==> config.mk <==
export PLATFORM = sky130hd
export DESIGN_NAME = jtframe_dial_acc
export DESIGN_NICKNAME = d
export VERILOG_FILES = /design/src/rtl/jtframe_dial_acc.sv
export SDC_FILE = /design/constraint.sdc
export NUM_CORES = 1
export LEC_CHECK = 0
export ABC_AREA = 0
export BUFFER_PORTS_ARGS = -buffer_cell sky130_fd_sc_hd__buf_2
export CORE_MARGIN = 2
export CORE_UTILIZATION = 60
export DETAILED_ROUTE_END_ITERATION = 10
export PLACE_DENSITY = 0.94
export SLEW_MARGIN = 20
export SYNTH_ARGS = -nofsm -noshare
export SYNTH_HDL_FRONTEND = slang
export SYNTH_SLANG_ARGS = --single-unit
==> constraint.sdc <==
create_clock -name clk -period 4.5 [get_ports clk]
set_input_delay 0.225 -clock clk [delete_from_list [all_inputs] [get_ports clk]]
set_output_delay 0.225 -clock clk [all_outputs]
set_load 0.02 [all_outputs]
==> src/rtl/jtframe_dial_acc.sv <==
// N-channel signed dial/mouse position accumulator with sensitivity shift,
// wrap/saturate modes, snapshot hold registers and a registered read mux.
module jtframe_dial_acc #(
    parameter int CH  = 2,
    parameter int DW  = 8,
    parameter int CW  = 8,
    parameter int SH  = 0,
    parameter int SAT = 0
) (
    input  logic             clk,
    input  logic             rst,
    input  logic             dx_stb,
    input  logic [CH*DW-1:0] dx,
    input  logic             snap,
    input  logic             clr,
    input  logic [CH-1:0]    clr_mask,
    input  logic [2:0]       sel,
    output logic [CW-1:0]    dout,
    output logic [CH-1:0]    moved,
    output logic [CH-1:0]    dir
);
    localparam int AW = CW + SH;
    localparam int SW = ((DW > AW) ? DW : AW) + 1;

    logic [AW-1:0] r_acc  [CH];
    logic [CW-1:0] r_hold [CH];
    logic [CW-1:0] w_rd;

    // Sum at full width so neither wide deltas nor the carry are lost before wrap/clamp.
    function automatic logic [AW-1:0] f_add(input logic [AW-1:0] a, input logic [DW-1:0] d);
        logic [SW-1:0] s;
        logic [AW-1:0] r;
        s = {{(SW-AW){a[AW-1]}}, a} + {{(SW-DW){d[DW-1]}}, d};
        r = s[AW-1:0];
        if (SAT != 0 && !((&s[SW-1:AW-1]) || !(|s[SW-1:AW-1]))) begin
            r         = {AW{~s[SW-1]}};
            r[AW-1]   = s[SW-1];
        end
        return r;
    endfunction

    always_comb begin
        w_rd = '1;
        for (int i = 0; i < CH; i++)
            if (sel == 3'(i)) w_rd = r_hold[i];
    end

    always_ff @(posedge clk) begin
        if (rst) begin
            for (int i = 0; i < CH; i++) begin
                r_acc[i]  <= '0;
                r_hold[i] <= '0;
            end
            moved <= '0;
            dir   <= '0;
            dout  <= '0;
        end else begin
            dout <= w_rd;
            for (int i = 0; i < CH; i++) begin
                if (snap) r_hold[i] <= r_acc[i][AW-1:SH];
                if (clr && clr_mask[i])
                    r_acc[i] <= '0;
                else if (dx_stb)
                    r_acc[i] <= f_add(r_acc[i], dx[i*DW +: DW]);
                // A fresh non-zero delta beats the snapshot clear of moved.
                if (dx_stb && dx[i*DW +: DW] != '0) begin
                    moved[i] <= 1'b1;
                    dir[i]   <= dx[i*DW + DW - 1];
                end else if (snap) begin
                    moved[i] <= 1'b0;
                end
            end
        end
    end
endmodule

==> flow_summary.toml, run 1 <==
[status]
status = "complete, no violations"

[yosys]
synth_area_per_cell_sq_um = 11.2
ys_seq_area_share_pct = 51.2
syn_inst = 210
syn_nets = 252
synth.top_cell.area_share_pct = 40.9
synth_seq_cells = 44
netlist.top_cell.by_area = "edfxtp_1"
synth.area.top_cells = "edfxtp_1 41%, dfxtp_1 10%, ha_1 7.5%, a21oi_1 5.5%, and2_1 5.1%"
ys_warn_count = 0
synth.distinct_cells = 40
yosys_most_used_dff = "edfxtp_1"
async_flop_share_pct = 0
synth_edf_count = 32
syn_area_sq_um = 2350

[worst_setup_path]
path_buf_inv = 0
startpoint_type = "flip-flop"
required_ns = 4.56
worst-setup-path-type = "reg -> reg"
critPathArrivalTime_ns = 1.94
path_cells = "ha_1, a211o_1, a21oi_1, nor4b_1, or3b_1"
rrSetupSlack_ns = 2.62
crit_path_end_kind = "flip-flop"
critical-path-top-delay-family = "compound AO/OA/AOI/OAI gates"
path_max_fanout = 3
max_stage_delay_ns = 0.44
r2r-start = "r_acc[0][1]"
reg2reg_depth = 5
worstReg2RegEnd = "r_acc[0][5]"
cp.depth = 5
critical-path-slowest-cell = "edfxtp_1"

[power]
powerDensity_nw_per_um2 = 378
power.internal_mw = 0.765
power.leakage_nw = 1.20
power_mw = 1.02
power_frac_comb_pct = 17.5
power_frac_clock_pct = 34.9
p_seq_share_pct = 47.6
ir_drop_mv = 0.230
p_sw_share_pct = 24.9
p_sw_mw = 0.254

[hold_path]
holdCritPathClass = "in -> reg"
min_to = "dir[0]"
min_path_cells = 3
hold_path_startpoint = "dx[7]"

[clock_tree]
clk_latency_ns = 0.30
htreeDepth = 2
cts_tree = "yes"
postCtsHoldBufs = 0
post-cts-setup-buffers = 0
clockBufferDepth = 2
numCtsBuffers = 5
cts_root_buf = "clkbuf_8"
cts.repair.resized = 0
cts.sinks = 44
path_clk_slew_ns = 0.08

[cells_and_area]
final_area_sq_um = 2690
area_growth_pct = 14.8
fill_cells = 245
multiInputGateArea_sq_um = 1090
antenna_cells = 0
final_layout_size_suffix_gt1_share_pct = 20.1
regArea_sq_um = 1200
fin_nets = 291

[floorplan]
io_pins = 38
rows = 22
die-area_sq_um = 4430
die_x_microns = 66.5
die_h_microns = 66.5
core_sq_um = 3720
start_util_pct = 63.2

[sta]
clock_skew_ns = 0.00288
worst_slew_pin_slew_ns = 0.749
hold_violations = 0
fin_crit_sh_pct = 41.8
finalSetupViolCount = 0
drv_slew = 0
fin_setup_tns_ns = 0
slew_headroom_pct = 49.9
fin_crit_ns = 1.88
grt_setup_unrepaired = "no"
fmax_ghz = 0.532

[route]
routedWlPerCell_microns = 16.1
wl_mm = 4.79
drc = 0
dr_wl_met2_mm = 2.53
vias = 1737
vias_per_cell = 5.85
antenna_left = 0
dr.pass1.iters = 4
wl_met1_mm = 1.93
route.met3.wl_microns = 264
first_iter_violations = 118
routed.top_layer = "met4"

[place]
portBuffers = 37
gp_congestion = 0.909
dp_hpwl_mm = 3.63
place_area_sq_um = 2560

[global_route]
grt_overflow = 0
track_usage_pct = 23.6
antenna_found_initial = 0
grt_pass1_wl_mm = 7.51
grt_pass1_vias = 1645
grt_max_degree = 18

[run]
max_cap_violations = 0
state kept, by name, indices dropped and copies added (netlist names):
register  flops
r_hold       16
r_acc        16
dout          8
moved         2
dir           2
synth_stat cells (all sizes together), types with 3 or more instances:
cell    number
nor2         8
clkbuf       3
a21oi       26
nor3b        5
ha          14
mux2i        8
dfxtp       12
nand2b       4
nand3        7
o21ai        4
nand2        6
inv          8
nor3         6
and2        20
o21a         8
or4          4
or2          3
nor2b        6
edfxtp      32
layout by cell type (no fill, tap or decap), drive strengths merged, types with 3 or more instances in the layout:
master  instances
nand2           6
or2             3
nor3            6
nand3           7
and2           20
nor3b           5
nor2b           6
clkbuf          5
o21a            8
a21oi          26
nor2            8
o21ai           4
edfxtp         32
dfxtp          12
buf            37
inv             8
nand2b          4
mux2i           8
ha             14
or4             4
cell families after synthesis:
logic type	share of synthesized area, %
buffers and inverters	2.45
muxes	3.41
adders and majority gates	9.17
xor gates and xnor gates	1.49
AOI/OAI and AO/OA	12.2
DFF	51.2
and+or+nand+nor	20.1
worst max path at each step:
stage / to / slack [ns] / startpoint
floorplan: r_acc[0][5] / 2.76 / r_acc[0][1]
CTS: r_acc[0][5] / 2.65 / r_acc[0][1]
global route: r_acc[1][4] / 2.55 / r_acc[1][0]
global placement: r_acc[0][5] / 2.72 / r_acc[0][1]
detailed placement: r_acc[0][5] / 2.65 / r_acc[0][1]
finish: r_acc[0][5] / 2.62 / r_acc[0][1]
metal layers:
metal / global-route usage, % / vias up
met3: 5.24 / 8
met4: 7.40 / 0
met5: 0 / -
li1: - / 847
met1: 27.0 / 824
met2: 43.4 / 58
tightest hold or removal path, stage by stage:
cell	delay, ns
buf_2	0.12
nand2_1	0.05
a21oi_1	0.06
final cells by class:
class | count | share of cell area, %
clock inverter | 2 | 2.23
clock buffer | 5 | 2.55
sequential | 44 | 44.6
timing repair buffer | 37 | 6.87
tap | 48 | 2.23
inverter | 8 | 1.11
multi-input combinational | 153 | 40.4
metrics by stage:
stage | hold WS (ns) | cells | worst slack, ns | utilization [%]
global route | 0.206 | 297 | 2.55 | 72.5
CTS | 0.200 | 297 | 2.65 | 72.5
floorplan | 0.294 | 210 | 2.76 | -
detailed placement | 0.464 | 290 | 2.65 | 69.0
finish | 0.198 | 297 | 2.62 | 72.5
global placement | 0.441 | 290 | 2.72 | 69.0
power by group through the flow:
stage	logic (mW)	registers (mW)	clock network, mW
2_1_floorplan	0.118	0.497	0
3_3_place_gp	0.168	0.492	0
3_5_place_dp	0.175	0.494	0
4_1_cts	0.176	0.485	0.354
5_1_grt	0.198	0.489	0.369
6_report	0.178	0.485	0.355
(Power assumes the default switching activity.)
==> run 2, diff against run 1 <==
CORE_UTILIZATION = 51   (was 60)
PLACE_DENSITY = 0.86   (was 0.94)
clock period = 1.6 ns   (was 4.5 ns; I/O delays follow)
==> flow_summary.toml, run 2 (synthesized netlist as in run 1, its figures left out) <==
[place]
placed_cells = 311
portBuffers = 37
pre_cts_slack_ns = -0.244
gp_congestion = 0.902
dp_hpwl_mm = 3.64

[cells_and_area]
layout_common_cells = "37 x buf_2, 32 x edfxtp_1, 20 x a21oi_1, 20 x buf_4, 19 x and2_1"
area_growth_pct = 28.4
fill_cells = 303
antenna_cells = 0
final_util_pct = 68.8
final_cells = 322
fin_nets = 311
top_regs = "r_acc x16, r_hold x16, dout x8"
layout_commonest_cell = "buf_2"
final_layout_size_suffix_gt1_share_pct = 37.4

[floorplan]
core_sq_um = 4380
die_x_microns = 71.8
io_pins = 38
die-area_sq_um = 5160
die_h_microns = 71.8
rows = 24
start_util_pct = 53.5

[worst_setup_path]
worst-setup-path-type = "reg -> reg"
critical-path-top-delay-family = "flip-flops"
worstReg2RegEnd = "r_acc[0][5]"
rrSetupSlack_ns = -0.21
required_ns = 1.65
critical-path-slowest-cell = "edfxtp_1"
crit_path_end_kind = "flip-flop"
path_max_fanout = 2
critPathArrivalTime_ns = 1.86
r2r-start = "r_acc[0][1]"
path_buf_inv = 0
cp.depth = 5
max_stage_delay_ns = 0.47
path_cells = "ha_4, a211o_1, a21oi_2, nor4b_1, or3b_1"
reg2reg_depth = 5
startpoint_type = "flip-flop"

[sta]
fin_ws_ns = -0.209
clock_skew_ns = 0.0108
worst_slew_pin_slew_ns = 0.806
finalSetupViolCount = 9
grt_setup_unrepaired = "yes"
fin_crit_ns = 1.81
slew_headroom_pct = 46.1
drv_slew = 0
fin_crit_sh_pct = 113
fmax_ghz = 0.553
hold_violations = 0

[global_route]
grt_overflow = 0
use_met1_pct = 25.1
track_usage_pct = 21.0
antenna_found_initial = 0
use_met2_pct = 37.1
grt.busiest_layer = "met2"
grt_pass1_wl_mm = 8.22
grt_pass1_vias = 1805
grt.met3_usage_pct = 2.95
grt_max_degree = 17

[route]
vias = 1898
first_iter_violations = 119
wl_mm = 5.62
routedWlPerCell_microns = 17.5
dr.pass1.iters = 4
vias_per_cell = 5.89
antenna_left = 0
drc = 0

[clock_tree]
clockBufferDepth = 2
htreeDepth = 2
path_clk_slew_ns = 0.10
cts_root_buf = "clkbuf_8"
clk_latency_ns = 0.30
cts_tree = "yes"
cts.sinks = 44
numCtsBuffers = 5

[power]
power.leakage_nw = 1.29
power_mw = 2.94
powerDensity_nw_per_um2 = 976
ir_drop_mv = 0.528

[hold_path]
min_to = "dir[0]"
min_path_cells = 3
hold_path_startpoint = "dx[7]"
holdCritPathClass = "in -> reg"

[status]
failed_checks = "negative setup slack"
status = "finished with violations"

[run]
max_cap_violations = 0
run 2: cell types whose count changed in the layout (fill, tap and decap cells not counted), moves of 6 or more:
cell / delta
ha_4: +6
a21oi_1: -6
buf_4: +20
ha_1: -9
a21oi_2: +6
run 2: tightest hold or removal path, delay by kind of cell:
family | cells | cell delay (ns)
buffers and inverters | 1 | 0.13
AOI/OAI and AO/OA | 1 | 0.05
and+or+nand+nor | 1 | 0.06
run 2: worst max-delay path by stage:
stage	from	endpoint	slack (ns)
6_report	r_acc[0][1]	r_acc[0][5]	-0.21
5_1_grt	r_acc[0][1]	r_acc[0][5]	-0.26
3_3_place_gp	r_acc[0][1]	r_acc[0][5]	-0.16
4_1_cts	r_acc[0][1]	r_acc[0][5]	-0.23
2_1_floorplan	r_acc[0][1]	r_acc[0][5]	-0.14
3_5_place_dp	r_acc[0][1]	r_acc[0][5]	-0.24
run 2: timing repair:
item	CTS	global route
pin swaps	0	7
setup endpoints to repair	8	10
setup buffers	2	1
resized for setup	11	22
hold buffers	0	0
run 2: layout make-up:
| type | count | area [sq um] | area share [%] |
|---|---|---|---|
| clock buffer | 5 | 68.8 | 2.28 |
| clock inverter | 3 | 46.3 | 1.54 |
| inverter | 8 | 30.0 | 0.996 |
| multi-input combinational | 153 | 1270 | 42.1 |
| sequential | 44 | 1200 | 39.9 |
| tap | 52 | 65.1 | 2.16 |
| timing repair buffer | 57 | 335 | 11.1 |
run 2: power by group:
part           internal, mW  leakage [nW]  switching [mW]  total (mW)
registers              1.32         0.458          0.0499        1.37
clock network         0.471        0.0548           0.414       0.885
logic                 0.332         0.781           0.354       0.686
run 2: metal layers:
metal,vias up,share of wire [%]
met5,-,0
met4,0,4.0
met3,23,5.9
met2,84,52
met1,907,38
li1,884,-
run 2: through the flow:
stage / TNS, ns / hold WS (ns) / instance area, sq um
final: -0.924 / 0.0531 / 3010
after global routing: -1.53 / 0.0520 / 3010
after CTS: -0.534 / 0.0537 / 2890
after detailed placement: -0.754 / 0.372 / 2700
after global placement: -0.466 / 0.360 / 2700
after floorplan: -0.140 / 0.149 / 2350
